--- src/rtl/alu_op_sequencer.sv ---
// Command-to-ALU sequencer: buffers ALU commands in a FIFO, drives each onto the ALU for one cycle, returns the result.
// Optional result flags (rsp_zero/rsp_neg) are enabled by defining ALU_SEQ_FLAGS_EN.
module alu_op_sequencer #(
   parameter int DATA_W = 32,
   parameter int DEPTH  = 4
) (
   input  logic              clk,
   input  logic              rst_n,
   input  logic              cmd_valid,
   output logic              cmd_ready,
   input  logic [2:0]        cmd_opcode,
   input  logic [DATA_W-1:0] cmd_a,
   input  logic [DATA_W-1:0] cmd_b,
   output logic [DATA_W-1:0] alu_a,
   output logic [DATA_W-1:0] alu_b,
   output logic [2:0]        alu_opcode,
   output logic              alu_enable,
   input  logic [DATA_W-1:0] alu_result,
   output logic              rsp_valid,
   input  logic              rsp_ready,
   output logic [DATA_W-1:0] rsp_result,
   output logic [2:0]        rsp_opcode,
`ifdef ALU_SEQ_FLAGS_EN
   output logic              rsp_zero,
   output logic              rsp_neg,
`endif
   output logic              busy,
   output logic [15:0]       op_count
);
   localparam int AW = $clog2(DEPTH);
   localparam logic [AW:0] PTR_ONE = 1;

   typedef struct packed {
      logic [2:0]        op;
      logic [DATA_W-1:0] a;
      logic [DATA_W-1:0] b;
   } cmd_t;

   typedef enum logic [1:0] {IDLE, DRIVE, RESP} state_t;

   cmd_t              fifo_mem [DEPTH];
   logic [AW:0]       wr_ptr_q, wr_ptr_d, rd_ptr_q, rd_ptr_d;
   logic              full, empty, push, pop;
   cmd_t              head;

   state_t            state_q, state_d;
   logic [DATA_W-1:0] alu_a_q, alu_a_d, alu_b_q, alu_b_d;
   logic [2:0]        alu_opcode_q, alu_opcode_d;
   logic              alu_enable_q, alu_enable_d;
   logic              rsp_valid_q, rsp_valid_d;
   logic [DATA_W-1:0] rsp_result_q, rsp_result_d;
   logic [2:0]        rsp_opcode_q, rsp_opcode_d;
   logic [15:0]       op_count_q, op_count_d;
`ifdef ALU_SEQ_FLAGS_EN
   logic              rsp_zero_q, rsp_zero_d, rsp_neg_q, rsp_neg_d;
`endif

   // Extra MSB on each pointer distinguishes full from empty when the indices match.
   assign empty = (wr_ptr_q == rd_ptr_q);
   assign full  = (wr_ptr_q[AW] != rd_ptr_q[AW]) && (wr_ptr_q[AW-1:0] == rd_ptr_q[AW-1:0]);
   assign push  = cmd_valid && !full;
   assign head  = fifo_mem[rd_ptr_q[AW-1:0]];

   assign wr_ptr_d = push ? wr_ptr_q + PTR_ONE : wr_ptr_q;
   assign rd_ptr_d = pop  ? rd_ptr_q + PTR_ONE : rd_ptr_q;

   always_ff @(posedge clk) begin
      if (push) begin
         fifo_mem[wr_ptr_q[AW-1:0]] <= '{op: cmd_opcode, a: cmd_a, b: cmd_b};
      end
   end

   always_comb begin
      state_d      = state_q;
      pop          = 1'b0;
      alu_a_d      = alu_a_q;
      alu_b_d      = alu_b_q;
      alu_opcode_d = alu_opcode_q;
      alu_enable_d = 1'b0;
      rsp_valid_d  = rsp_valid_q;
      rsp_result_d = rsp_result_q;
      rsp_opcode_d = rsp_opcode_q;
      op_count_d   = op_count_q;
`ifdef ALU_SEQ_FLAGS_EN
      rsp_zero_d   = rsp_zero_q;
      rsp_neg_d    = rsp_neg_q;
`endif
      case (state_q)
         IDLE: begin
            if (!empty) begin
               pop          = 1'b1;
               alu_a_d      = head.a;
               alu_b_d      = head.b;
               alu_opcode_d = head.op;
               alu_enable_d = 1'b1;
               state_d      = DRIVE;
            end
         end
         DRIVE: begin
            rsp_result_d = alu_result;
            rsp_opcode_d = alu_opcode_q;
            rsp_valid_d  = 1'b1;
`ifdef ALU_SEQ_FLAGS_EN
            rsp_zero_d   = (alu_result == '0);
            rsp_neg_d    = alu_result[DATA_W-1];
`endif
            state_d      = RESP;
         end
         RESP: begin
            if (rsp_valid_q && rsp_ready) begin
               rsp_valid_d = 1'b0;
               op_count_d  = op_count_q + 16'd1;
               // Launch the next queued command straight away to keep two-cycle throughput.
               if (!empty) begin
                  pop          = 1'b1;
                  alu_a_d      = head.a;
                  alu_b_d      = head.b;
                  alu_opcode_d = head.op;
                  alu_enable_d = 1'b1;
                  state_d      = DRIVE;
               end else begin
                  state_d      = IDLE;
               end
            end
         end
         default: state_d = IDLE;
      endcase
   end

   always_ff @(posedge clk or negedge rst_n) begin
      if (!rst_n) begin
         state_q      <= IDLE;
         wr_ptr_q     <= '0;
         rd_ptr_q     <= '0;
         alu_a_q      <= '0;
         alu_b_q      <= '0;
         alu_opcode_q <= '0;
         alu_enable_q <= 1'b0;
         rsp_valid_q  <= 1'b0;
         rsp_result_q <= '0;
         rsp_opcode_q <= '0;
         op_count_q   <= '0;
`ifdef ALU_SEQ_FLAGS_EN
         rsp_zero_q   <= 1'b0;
         rsp_neg_q    <= 1'b0;
`endif
      end else begin
         state_q      <= state_d;
         wr_ptr_q     <= wr_ptr_d;
         rd_ptr_q     <= rd_ptr_d;
         alu_a_q      <= alu_a_d;
         alu_b_q      <= alu_b_d;
         alu_opcode_q <= alu_opcode_d;
         alu_enable_q <= alu_enable_d;
         rsp_valid_q  <= rsp_valid_d;
         rsp_result_q <= rsp_result_d;
         rsp_opcode_q <= rsp_opcode_d;
         op_count_q   <= op_count_d;
`ifdef ALU_SEQ_FLAGS_EN
         rsp_zero_q   <= rsp_zero_d;
         rsp_neg_q    <= rsp_neg_d;
`endif
      end
   end

   assign cmd_ready  = !full;
   assign alu_a      = alu_a_q;
   assign alu_b      = alu_b_q;
   assign alu_opcode = alu_opcode_q;
   assign alu_enable = alu_enable_q;
   assign rsp_valid  = rsp_valid_q;
   assign rsp_result = rsp_result_q;
   assign rsp_opcode = rsp_opcode_q;
   assign op_count   = op_count_q;
   assign busy       = (state_q != IDLE) || !empty;
`ifdef ALU_SEQ_FLAGS_EN
   assign rsp_zero   = rsp_zero_q;
   assign rsp_neg    = rsp_neg_q;
`endif

endmodule
--- config.mk ---
export PLATFORM = sky130hd
export DESIGN_NAME = alu_op_sequencer
export DESIGN_NICKNAME = d
export VERILOG_FILES = /design/src/rtl/alu_op_sequencer.sv
export SDC_FILE = /design/constraint.sdc
export NUM_CORES = 1
export LEC_CHECK = 0
export CAP_MARGIN = 0
export CORE_MARGIN = 1
export CORE_UTILIZATION = 45
export CTS_CLUSTER_SIZE = 24
export DETAILED_ROUTE_END_ITERATION = 8
export PLACE_DENSITY = 0.67
export SLEW_MARGIN = 20
export SYNTH_ARGS = -nofsm -noshare
export SYNTH_HDL_FRONTEND = slang
export SYNTH_SLANG_ARGS = --single-unit
--- constraint.sdc ---
create_clock -name clk -period 3.8 [get_ports clk]
set_clock_uncertainty 0.2 [all_clocks]
set_input_delay 0.57 -clock clk [delete_from_list [all_inputs] [get_ports clk]]
set_output_delay 0.57 -clock clk [all_outputs]
set_load 0.02 [all_outputs]
==> results.sh, run 1 <==
export IMPL_hold_class="flip-flop to flip-flop"
export IMPL_synth_most_common_cell="edfxtp_1"
export IMPL_drive_above_1_share_pct=26.4
export IMPL_status="completed"
export IMPL_synth_simple_gate_area_share_pct=1.41
export IMPL_post_cts_resized=0
export IMPL_pwr_share_seq_pct=40.6
export IMPL_post_dp_hpwl_mm=16.8
export IMPL_routed_wl_mm=27.7
export IMPL_async_flop_share_pct=32.3
export IMPL_synth_ff_type="edfxtp_1"
export IMPL_worst_pin_slew_ns=1.04
export IMPL_cts_tree="yes"
export IMPL_grt_max_degree=72
export IMPL_muxShareOfSynthArea_pct=18.3
export IMPL_cp_top_family="flip-flops"
export IMPL_maxSlewViolCount=0
export IMPL_path_max_fanout=27
export IMPL_synth_xor_xnor_area_share_pct=1.32
export IMPL_nNetsFinal=1033
export IMPL_slowest_delay_ns=0.66
export IMPL_viasPerCell=5.15
export IMPL_cp_cell_sequence="xnor2_1 -> nand3b_1 -> clkdlybuf4s50_1"
export IMPL_p_switching_mw=4.96
export IMPL_worstSkewPairLatency_ns=0.53
export IMPL_p_int_mw=11.4
export IMPL_synth_edf_count=268
export IMPL_gp_congestion=0.708
export IMPL_critPathLaunchType="flip-flop"
export IMPL_place_area_sq_mm=0.0175
export IMPL_synthCells=669
export IMPL_fin_cells=1391
export IMPL_p_per_area_mw_per_mm2=868
export IMPL_swShare_pct=30.3
export IMPL_regToRegSetupSlack_ns=1.05
export IMPL_diodes=0
export IMPL_top_layer_used="met5"
export IMPL_path_buf_inv=1
export IMPL_grt_util_all_layers_pct=17.2
export IMPL_finalHoldWorstSlack_ns=0.268
export IMPL_comb_power_share_pct=35.6
export IMPL_met2_length_mm=13.3
export IMPL_relSlewSlack_pct=30.2
export IMPL_critical_path_required_ns=3.03
export IMPL_synth_common_cells="edfxtp_1 (268), dfrtp_1 (128), mux2_2 (98)"
export IMPL_row_count=65
export IMPL_seq_area_frac_synth_pct=76.8
export IMPL_reg2reg_depth=4
export IMPL_cp_depth=3
export IMPL_synth_compound_area_share_pct=0.393
export IMPL_clock_power_share_pct=23.8
export IMPL_pin_count=225
export IMPL_setup_slack_ns=0.469
export IMPL_antenna_found_initial=2
export IMPL_synth_seq_cells=396
export IMPL_fin_area_sq_mm=0.0188
export IMPL_dp_cells=1315
export IMPL_core_sq_mm=0.0318
export IMPL_synth_top_cell_area_share_pct=55.0
export IMPL_wl_met1_mm=12.4
export IMPL_die_h_microns=182
export IMPL_met3_length_mm=1.54
export IMPL_grt_pass1_vias=7608
export IMPL_cap_violations=0
export IMPL_crit_arrival_ns=2.56
export IMPL_synth_top_family_by_area="multiplexers"
export IMPL_yosys_warnings=0
export IMPL_synth_cell_types=28
export IMPL_die_area_sq_mm=0.0333
export IMPL_hold_depth=1
export IMPL_area_growth_pct=28.7
export IMPL_clkTransAtPathRegs_ns=0.06
export IMPL_drtIter0Drc=401
export IMPL_drc=0
export IMPL_clock_sinks=396
export IMPL_critPathKind="flip-flop to output port"
export IMPL_start_util_pct=46.1
export IMPL_via_count=7159
export IMPL_fill_cells=2357
export IMPL_finalSetupTns_ns=0
export IMPL_grt_overflow_total=0
export IMPL_cts_max_level=2
export IMPL_cts_path_max_buffers=3
export IMPL_ir_worst_vdd_mv=0.516
export IMPL_synthAdderAreaFrac_pct=0.513
export IMPL_final_hold_violation_count=0
export IMPL_cts_root_buf="clkbuf_16"
export IMPL_fin_crit_sh_pct=87.7
export IMPL_p_leak_nw=6.66
export IMPL_die_x_microns=182
export IMPL_detail_route_antenna_nets=0
export IMPL_setup_viol=0
export IMPL_cts_buffers_inserted=41
export IMPL_rsz0062_at_grt="no"
export IMPL_avgSynthCellArea_sq_um=21.9
export IMPL_synth_area_leaders="edfxtp_1 (55%), dfrtp_1 (22%), mux4_2 (10%), mux2_2 (7.5%), xnor2_1 (1.0%)"
export IMPL_grt_pass1_wl_mm=43.5
export IMPL_post_place_ws_ns=0.989
export IMPL_cp_slowest_cell="dfrtp_4"
export IMPL_numPortBuffers=224
export IMPL_maxClockFrequency_ghz=0.300
export IMPL_period_needed_ns=3.33
export IMPL_synth_largest_area_cell="edfxtp_1"
export IMPL_wl_per_cell_microns=19.9
export IMPL_synthesis_area_sq_mm=0.0146
export IMPL_drtPass1Iterations=4
export IMPL_syn_nets=778
export IMPL_cp_end_kind="output port"
-- worst reg2reg max path: stages (launching register included) --
cell and delay (ns):
dfrtp_1 0.40, xnor2_1 0.53, nand3b_1 0.32, and3_4 0.67
buf_12 0.32
-- worst paths after layout --
kind	from	endpoint
setup / recovery	rd_ptr_q[1]$_DFFE_PN0P_	cmd_ready
hold / removal	op_count[15]$_DFFE_PN0P_	op_count[15]$_DFFE_PN0P_
setup reg to reg	rd_ptr_q[2]$_DFFE_PN0P_	fifo_mem[3][65]$_DFFE_PP_
hold reg to reg	op_count[15]$_DFFE_PN0P_	op_count[15]$_DFFE_PN0P_
max in group asynchronous	rst_n	rsp_result[29]$_DFFE_PN0P_
min in group asynchronous	rst_n	alu_a[13]$_DFFE_PN0P_
-- routing by layer --
layer | vias to the layer above | GRT usage [%]
met5 | - | 0
met4 | 4 | 4.34
met3 | 40 | 3.75
met2 | 209 | 27.4
met1 | 3726 | 24.1
li1 | 3180 | -
-- sequential cells by signal, summed over array words and instances, names as in the netlist --
register,count
op_count,16
rsp_opcode,3
alu_enable,1
state_q,2
rd_ptr_q,3
rsp_valid,1
rsp_result,32
alu_a,32
wr_ptr_q,3
alu_opcode,3
fifo_mem,268
alu_b,32
-- layout by cell type (no fill, tap or decap), types with 2 or more instances in the layout --
| master | n |
|---|---|
| dfrtp_4 | 2 |
| buf_4 | 6 |
| nor3_1 | 3 |
| xnor2_1 | 17 |
| mux2_2 | 98 |
| dfrtp_1 | 126 |
| clkbuf_8 | 7 |
| nor2_1 | 3 |
| nand2_1 | 12 |
| ha_1 | 6 |
| clkinv_2 | 9 |
| clkbuf_16 | 43 |
| a21o_1 | 2 |
| buf_12 | 8 |
| clkbuf_1 | 11 |
| and3_4 | 4 |
| clkinvlp_4 | 2 |
| nand3_1 | 5 |
| mux4_2 | 67 |
| inv_1 | 3 |
| nand4_1 | 5 |
| clkdlybuf4s50_1 | 223 |
| edfxtp_1 | 268 |
| xor2_1 | 5 |
| mux2_1 | 6 |
-- area by class of cell --
cell class	instances	area, sq um	area share, %
Clock buffer	61	1210	6.44
Clock inverter	14	115	0.611
Inverter	3	11.3	0.0598
Multi-Input combinational cell	243	3240	17.2
Sequential cell	396	11300	59.8
Tap cell	435	544	2.89
Timing Repair Buffer	239	2460	13.0
-- power groups by stage --
| stage | registers, mW | clock network (mW) | logic [mW] |
|---|---|---|---|
| 6_report | 6.64 | 3.88 | 5.83 |
| 5_1_grt | 6.79 | 4.16 | 6.23 |
| 4_1_cts | 6.67 | 3.99 | 5.96 |
| 3_5_place_dp | 6.73 | 0 | 5.93 |
| 3_3_place_gp | 6.70 | 0 | 5.87 |
| 2_1_floorplan | 7.29 | 0 | 3.11 |
-- metrics by stage --
| step | total power, mW | utilization (%) |
|---|---|---|
| final | 16.4 | 59.2 |
| after global routing | 17.2 | 59.2 |
| after CTS | 16.6 | 59.2 |
| after detailed placement | 12.7 | 55.0 |
| after global placement | 12.6 | 55.0 |
| after floorplan | 10.4 | - |
-- cells by family after synthesis --
group,count (synthesis)
DFF,396
muxes,171
and+or+nand+nor,39
buffers and inverters,30
xor gates and xnor gates,22
adders and majority gates,6
AOI/OAI and AO/OA,5
-- repair_timing --
item / 4_1_cts / 5_1_grt
setup endpoints to repair: 0 / 0
setup buffers: 0 / 0
hold endpoints to repair: 60 / 0
hold buffers: 1 / 0
Note: power is estimated with default switching activity, not from simulation.
==> run 2: changes to the inputs <==
--- a/config.mk
+++ b/config.mk
@@ -5,12 +5,12 @@
 export SDC_FILE = /design/constraint.sdc
 export NUM_CORES = 1
 export LEC_CHECK = 0
-export CAP_MARGIN = 0
 export CORE_MARGIN = 1
 export CORE_UTILIZATION = 45
 export CTS_CLUSTER_SIZE = 24
 export DETAILED_ROUTE_END_ITERATION = 8
-export PLACE_DENSITY = 0.67
+export DONT_BUFFER_PORTS = 1
+export PLACE_DENSITY = 0.58
 export SLEW_MARGIN = 20
 export SYNTH_ARGS = -nofsm -noshare
 export SYNTH_HDL_FRONTEND = slang
==> run 2 against run 1 <==
Net effect:
- cell area shrank 7.1%
- combinational power shrank 35%
- sequential share of layout area grew 4.6 points
- critical path type is now flip-flop to flip-flop
==> results.sh, run 2 (synthesized netlist as in run 1, its figures left out) <==
export IMPL_status="completed"
export IMPL_setup_viol=0
export IMPL_hold_class="input pin to flip-flop"
export IMPL_cts_max_level=2
export IMPL_drive_above_1_share_pct=28.5
export IMPL_maxSlewViolCount=0
export IMPL_row_count=65
export IMPL_die_area_sq_mm=0.0333
export IMPL_grt_pass1_vias=7236
export IMPL_ir_worst_vdd_mv=0.695
export IMPL_cap_violations=0
export IMPL_slowest_delay_ns=0.66
export IMPL_regToRegSetupSlack_ns=0.97
export IMPL_r2r_start="rd_ptr_q[0]$_DFFE_PN0P_"
export IMPL_cts_setup_buffers=0
export IMPL_wl_per_cell_microns=21.4
export IMPL_cp_slowest_cell="and3_4"
export IMPL_cp_cell_sequence="xnor2_1 -> nand3b_1 -> and3_4 -> buf_12"
export IMPL_post_dp_hpwl_mm=16.0
export IMPL_via_count=6631
export IMPL_cts_root_buf="clkbuf_16"
export IMPL_drc=0
export IMPL_maxClockFrequency_ghz=0.353
export IMPL_cts_path_max_buffers=3
export IMPL_layout_common_cells="edfxtp_1 (268), dfrtp_1 (126), dlygate4sd3_1 (100)"
export IMPL_detail_route_antenna_nets=0
export IMPL_p_per_area_mw_per_mm2=859
export IMPL_finalSetupTns_ns=0
export IMPL_grt_overflow_total=0
export IMPL_cp_top_family="simple AND/OR/NAND/NOR gates"
export IMPL_worst_pin_slew_ns=1.04
export IMPL_drtIter0Drc=281
export IMPL_worstSkewPairLatency_ns=0.53
export IMPL_final_common_cell="edfxtp_1"
export IMPL_critPathKind="flip-flop to flip-flop"
export IMPL_path_buf_inv=1
export IMPL_grt_util_all_layers_pct=16.6
export IMPL_numPortBuffers=0
export IMPL_grt_pass1_wl_mm=42.0
export IMPL_cts_tree="yes"
export IMPL_start_util_pct=46.1
export IMPL_rsz0062_at_grt="no"
export IMPL_startpoint="rd_ptr_q[0]$_DFFE_PN0P_"
export IMPL_die_h_microns=182
export IMPL_critPathLaunchType="flip-flop"
export IMPL_core_sq_mm=0.0318
export IMPL_cp_end_kind="flip-flop"
export IMPL_gp_congestion=0.707
export IMPL_area_growth_pct=19.5
export IMPL_crit_arrival_ns=2.84
export IMPL_fin_crit_sh_pct=74.6
export IMPL_final_hold_violation_count=0
export IMPL_reg2reg_depth=4
export IMPL_relSlewSlack_pct=30.3
export IMPL_hold_end="state_q[1]$_DFFE_PN0P_"
export IMPL_post_cts_resized=0
export IMPL_clock_sinks=396
export IMPL_p_leak_nw=6.15
export IMPL_path_max_fanout=36
export IMPL_clkTransAtPathRegs_ns=0.06
export IMPL_pin_count=225
export IMPL_fill_cells=2484
export IMPL_hold_buffers=101
export IMPL_reg2reg_to="fifo_mem[1][12]$_DFFE_PP_"
export IMPL_viasPerCell=5.25
export IMPL_critical_path_required_ns=3.81
export IMPL_largest_reg_flops=268
export IMPL_cts_buffers_inserted=41
export IMPL_drtPass1Iterations=4
export IMPL_setup_slack_ns=0.966
export IMPL_nNetsFinal=904
export IMPL_hold_depth=2
export IMPL_hold_path_startpoint="rsp_ready"
export IMPL_die_x_microns=182
export IMPL_period_needed_ns=2.83
export IMPL_post_place_ws_ns=0.887
export IMPL_antenna_found_initial=2
export IMPL_routed_wl_mm=27.0
export IMPL_grt_max_degree=129
## run 2: layout make-up
type                    count  area, sq um  share of cell area (%)
flip-flops and latches    396        11300                    64.3
multi-input cells         243         3240                    18.5
clock buffers              68         1260                    7.21
repair buffers            110         1150                    6.55
well taps                 435          544                    3.11
clock inverters             7         32.5                   0.186
inverters                   3         11.3                  0.0644
diodes                      1         2.50                  0.0143
## run 2: power breakdown
group          internal, mW  leakage (nW)  switching (mW)  total [mW]
logic                  2.02          1.55            1.78        3.80
registers              6.04          3.97            1.42        7.46
clock network          2.26         0.629            1.53        3.79
## run 2: metrics by stage
step	util (%)	cell area [sq um]	cells	power [mW]	hold WS, ns
finish	55.0	17500	1263	15.0	0.0292
global route	55.0	17500	1263	15.8	0.0369
CTS	55.0	17500	1262	15.3	0.00391
detailed placement	47.7	15200	1086	11.3	0.0799
global placement	47.7	15200	1086	11.2	0.0803
floorplan	-	14600	669	10.4	0.0744
## run 2: how the worst max path moves through the flow
stage	to	slack (ns)	depth (start not counted)
finish	fifo_mem[1][12]$_DFFE_PP_	0.97	4
global route	fifo_mem[1][24]$_DFFE_PP_	0.79	4
CTS	fifo_mem[0][60]$_DFFE_PP_	0.88	4
detailed placement	fifo_mem[0][22]$_DFFE_PP_	0.89	4
global placement	fifo_mem[0][22]$_DFFE_PP_	0.92	4
floorplan	fifo_mem[3][0]$_DFFE_PP_	0.40	3
## run 2: layer usage
metal / part of all wire (%) / up-vias / GRT usage [%]
met5: 0.048 / - / 0
met4: 2.5 / 2 / 5.38
met3: 7.0 / 54 / 4.49
met2: 50 / 216 / 28.4
met1: 40 / 3436 / 20.6
li1: - / 2923 / -
==> run 3: changes to the inputs <==
==> constraint.sdc (replaced) <==
create_clock -name clk -period 2.7 [get_ports clk]
set_clock_uncertainty 0.2 [all_clocks]
set_input_delay 0.405 -clock clk [delete_from_list [all_inputs] [get_ports clk]]
set_output_delay 0.405 -clock clk [all_outputs]
set_load 0.02 [all_outputs]
==> run 3 against run 2 <==
Net effect:
- the run now ends with negative hold slack left
- combinational power is 47% higher
- register-to-register slack worse by 0.60 ns
- first-iteration DRC count increased by 92%
- flip-flop and latch count unchanged
- sequential share of layout area down 0.16 points
- die area unchanged
- hold slack worse by 0.66 ns
- cell area up 0.24%
- wire length up 1.4%
- final cell count increased by 0.71%
- highest routed layer is now met4
==> results.sh, run 3 (synthesized netlist as in run 1, its figures left out) <==
export IMPL_antenna_found_initial=1
export IMPL_post_dp_hpwl_mm=14.9
export IMPL_via_count=6678
export IMPL_slowest_delay_ns=0.47
export IMPL_wl_met1_mm=11.2
export IMPL_relSlewSlack_pct=27.4
export IMPL_die_area_sq_mm=0.0333
export IMPL_top_layer_used="met4"
export IMPL_grt_pass1_vias=7376
export IMPL_fin_crit_sh_pct=87.0
export IMPL_largest_reg_flops=268
export IMPL_die_h_microns=182
export IMPL_core_sq_mm=0.0318
export IMPL_maxSlewViolCount=0
export IMPL_cap_violations=0
export IMPL_cts_buffers_inserted=42
export IMPL_drc=0
export IMPL_worstSkewPairLatency_ns=0.53
export IMPL_crit_arrival_ns=1.74
export IMPL_path_buf_inv=2
export IMPL_p_leak_nw=6.17
export IMPL_clock_sinks=396
export IMPL_detail_route_antenna_nets=0
export IMPL_nNetsFinal=911
export IMPL_cp_end_kind="output port"
export IMPL_maxClockFrequency_ghz=0.426
export IMPL_cts_max_level=2
export IMPL_cts_tree="yes"
export IMPL_hold_buffers=101
export IMPL_fin_cells=1272
export IMPL_grt_util_all_layers_pct=17.1
export IMPL_row_count=65
export IMPL_setup_viol=0
export IMPL_path_max_fanout=4
export IMPL_dp_cells=1089
export IMPL_layout_common_cells="edfxtp_1 (268), dfrtp_1 (126), dlygate4sd3_1 (101)"
export IMPL_period_needed_ns=2.35
export IMPL_grt_max_degree=129
export IMPL_die_x_microns=182
export IMPL_wl_per_cell_microns=21.5
export IMPL_gp_congestion=0.689
export IMPL_failed_checks="negative hold slack"
export IMPL_viasPerCell=5.25
export IMPL_ir_worst_vdd_mv=0.962
export IMPL_met2_length_mm=13.8
export IMPL_area_growth_pct=19.8
export IMPL_pin_count=225
export IMPL_cts_root_buf="clkbuf_16"
export IMPL_final_common_cell="edfxtp_1"
export IMPL_hold_class="input pin to async pin"
export IMPL_cp_slowest_cell="dfrtp_4"
export IMPL_grt_overflow_total=0
export IMPL_cts_setup_buffers=0
export IMPL_drtPass1Iterations=4
export IMPL_grt_pass1_wl_mm=43.1
export IMPL_cp_top_family="flip-flops"
export IMPL_critPathMostFrequentCell="buf_4"
export IMPL_finalSetupTns_ns=0
export IMPL_worst_pin_slew_ns=1.09
export IMPL_routed_wl_mm=27.4
export IMPL_cp_cell_sequence="xnor2_1 -> nand3b_1 -> buf_4 -> buf_4"
export IMPL_critPathKind="flip-flop to output port"
export IMPL_critPathLaunchType="flip-flop"
export IMPL_cts_path_max_buffers=3
export IMPL_post_cts_resized=0
export IMPL_finalHoldWorstSlack_ns=-0.631
export IMPL_drive_above_1_share_pct=28.9
export IMPL_numPortBuffers=0
export IMPL_start_util_pct=46.1
export IMPL_final_hold_violation_count=128
export IMPL_clkTransAtPathRegs_ns=0.06
export IMPL_status="complete, but fails checks"
export IMPL_p_total_mw=21.2
export IMPL_drtIter0Drc=540
export IMPL_p_per_area_mw_per_mm2=1210
export IMPL_met3_length_mm=1.93
export IMPL_critical_path_required_ns=2.10
export IMPL_rsz0062_at_grt="no"
==> run 3: report_power, final <==
| group | internal [mW] | leakage, nW | switching (mW) |
|---|---|---|---|
| registers | 8.49 | 3.97 | 1.96 |
| clock network | 2.95 | 0.611 | 2.22 |
| logic | 3.01 | 1.58 | 2.59 |
| total | 14.5 | 6.17 | 6.77 |
==> run 3: routing by layer <==
layer / vias up / global-route usage (%)
met3: 44 / 5.07
met4: 0 / 4.97
met2: 185 / 29.2
li1: 2944 / -
met1: 3505 / 21.1
met5: - / 0
==> run 3: stage by stage <==
| stage | setup WS, ns | hold WS, ns | utilization (%) | instance area, sq um |
|---|---|---|---|---|
| after floorplan | 0.0510 | -0.0906 | - | 14600 |
| after global placement | 0.291 | -0.0865 | 47.8 | 15200 |
| after detailed placement | 0.252 | -0.0870 | 47.8 | 15200 |
| after CTS | 0.246 | -0.659 | 54.9 | 17500 |
| after global routing | 0.281 | -0.659 | 55.2 | 17500 |
| final | 0.352 | -0.631 | 55.2 | 17500 |
==> run 3: worst register-to-register path, stage by stage, from the launching register on <==
cell and delay, ns:
dfrtp_4 0.49, xnor2_1 0.15, buf_4 0.16, a311oi_4 0.32, buf_12 0.41, mux2_2 0.49
==> run 3: layout make-up <==
type	instances	area (sq um)
diodes	1	2.50
flip-flops and latches	396	11300
fillers	2422	14300
repair buffers	116	1230
clock buffers	59	1140
multi-input cells	243	3240
clock inverters	19	115
inverters	3	11.3
well taps	435	544
==> run 3: worst paths after layout <==
check                                             start                      end  slack, ns  cells past startpoint
worst max-delay path            rd_ptr_q[1]$_DFFE_PN0P_                cmd_ready       0.35                      4
worst min-delay path                              rst_n    alu_a[12]$_DFFE_PN0P_      -0.63                      0
worst max register to register  rd_ptr_q[0]$_DFFE_PN0P_     alu_b[8]$_DFFE_PN0P_       0.37                      5
worst min register to register  rd_ptr_q[2]$_DFFE_PN0P_  rd_ptr_q[2]$_DFFE_PN0P_       0.30                      1
max in group asynchronous                         rst_n  rd_ptr_q[1]$_DFFE_PN0P_       2.71                      0
min in group clk                              rsp_ready  op_count[1]$_DFFE_PN0P_       0.07                      3
==> edit, RTL diff (config.mk and constraints of run 2) <==
Re-encode `state_t` (3 states) as one-hot, 3 bits wide.
--- a/src/rtl/alu_op_sequencer.sv
+++ b/src/rtl/alu_op_sequencer.sv
@@ -37,5 +37,5 @@
    } cmd_t;
 
-   typedef enum logic [1:0] {IDLE, DRIVE, RESP} state_t;
+   typedef enum logic [2:0] {IDLE = 3'b001, DRIVE = 3'b010, RESP = 3'b100} state_t;
 
    cmd_t              fifo_mem [DEPTH];
Behaviour: no difference found for any inputs over 4 cycles, from zero or initial values and one cycle with rst_n low; so few cycles prove little.
==> edit against run 2 <==
Sequential cell count is 1 higher. Final area is 2.1% higher. Worst setup slack worse by 0.027 ns. Die area is 2.3% higher. Area after synthesis is 2.3% higher. Worst hold slack better by 0.016 ns. Wire length is 4.8% higher. Total power is 4.7% higher.
==> edit: results (changes against run 2) <==
ys_top_cells_by_count: "edfxtp_1, dfrtp_1, mux2_4, mux4_2, mux2_2"
antenna_found_initial: 3  # +1
place_congestion: 0.728  # +2.9%
critPathTopFamily: "simple AND/OR/NAND/NOR gates"
syn_nets: 792  # +1.8%
p_leak_nw: 6.54  # +6.3%
ys_top_cells_by_area: "edfxtp_1, dfrtp_1, mux4_2"
synth_edf_count: 268  # unchanged
wire_per_inst_um: 22.0  # +3.1%
drive_gt1_frac: 0.297  # +0.0114
drc: 0  # unchanged
insertion_delay_ns: 0.54
status: "complete, no violations"
cts_max_level: 2  # unchanged
port_buffers: 0  # unchanged
clk_pin_slew_worst_paths_ns: 0.06  # about the same
hold_buffers: 101  # unchanged
cts_root_buf: "clkbuf_16"
yosysSeqAreaShare: 0.753  # -0.0154
yosys_warnings: 0  # unchanged
arrival_ns: 2.87  # +0.03 ns
cts_resized: 0  # unchanged
grt_pass1_vias: 7402  # +2.3%
synth_cell_type_count: 35  # +25%
hp-class: "input pin to flop"
ys.flop_type: "edfxtp_1"
tightest_slew_ns: 0.758  # -0.287 ns
drt-initial-drc-count: 347  # +23%
slowest_delay_ns: 0.67
grt_usage: 0.169  # +0.00246
cts_buffers: 42  # +2.4%
grt_max_degree: 130  # +0.78%
post-cts-setup-buffers: 0  # unchanged
crit_slowest_cell: "dfrtp_4"
synth-async-reset-ratio: 0.325  # +0.00170
vias_per_cell: 5.20  # -1.0%
peakVddDrop_mv: 0.625  # -10%
firstDrtPassIters: 4  # unchanged
worst-path-max-fanout: 35  # -2.8%
cts_max_path_buffers: 3  # unchanged
largest_reg_flops: 268  # unchanged
grt_pass1_wl_mm: 42.7  # +1.8%
nets: 916  # +1.3%
dp_hpwl_mm: 16.3  # +2.0%
fillers: 2479  # -0.20%
-- edit: power breakdown --
part | internal (mW) | switching (mW) | total (mW)
clock | 2.23 | 1.58 | 3.81
combinational | 2.51 | 1.86 | 4.37
sequential | 6.04 | 1.53 | 7.57
total | 10.8 | 4.97 | 15.7
-- edit: worst paths after layout --
kind / start / to / slack [ns] / cells past startpoint
setup / recovery: rd_ptr_q[1]$_DFFE_PN0P_ / fifo_mem[0][26]$_DFFE_PP_ / 0.94 / 4
hold / removal: cmd_valid / wr_ptr_q[0]$_DFFE_PN0P_ / 0.05 / 2
setup reg to reg: rd_ptr_q[1]$_DFFE_PN0P_ / fifo_mem[0][26]$_DFFE_PP_ / 0.94 / 4
hold reg to reg: rd_ptr_q[2]$_DFFE_PN0P_ / rd_ptr_q[2]$_DFFE_PN0P_ / 0.29 / 1
max in group asynchronous: rst_n / rd_ptr_q[1]$_DFFE_PN0P_ / 2.32 / 2
min in group asynchronous: rst_n / alu_a[9]$_DFFE_PN0P_ / 0.53 / 2
-- edit: routing by layer --
| layer | global-route usage | wire length, um |
|---|---|---|
| met5 | 0 | 0 |
| met4 | 0.0523 | 510 |
| met3 | 0.0539 | 2340 |
| met2 | 0.280 | 13800 |
| met1 | 0.211 | 11700 |
-- edit: final cells by class --
class                      count  area [um^2]  area share
tap                          442          553      0.0310
multi-input combinational    252         3530       0.198
clock buffer                  64         1180      0.0663
timing repair buffer         110         1170      0.0656
sequential                   397        11300       0.632
clock inverter                12          111     0.00624
inverter                       4         15.0    0.000841
antenna                        3         7.51    0.000420
-- edit: stage by stage --
stage | worst slack (ns) | cell area (um^2) | utilization | hold slack [ns] | cells
2_1_floorplan | 0.538 | 15000 | - | 0.0744 | 683
3_3_place_gp | 0.886 | 15500 | 0.476 | 0.0774 | 1104
3_5_place_dp | 0.838 | 15500 | 0.476 | 0.0770 | 1104
4_1_cts | 0.824 | 17900 | 0.547 | 0.0278 | 1281
5_1_grt | 0.693 | 17900 | 0.548 | 0.0599 | 1284
6_report | 0.939 | 17900 | 0.548 | 0.0455 | 1284
-- edit: worst register-to-register path, delay by kind of cell, from the launching register on --
kind          cells  cell delay [ns]
xor+xnor          1             0.24
flops             1             0.67
buf+inv           1             0.34
simple gates      2             1.09
-- edit: kinds of logic (layout without fill, tap and decap cells) --
family,after synthesis,count (layout),synth area share
compound gates,6,6,0.00251
xor+xnor,22,22,0.0129
fa+ha+maj,6,6,0.00501
buf+inv,34,190,0.0131
flops,397,397,0.753
mux,172,172,0.196
other cells,0,3,0
simple gates,46,46,0.0171
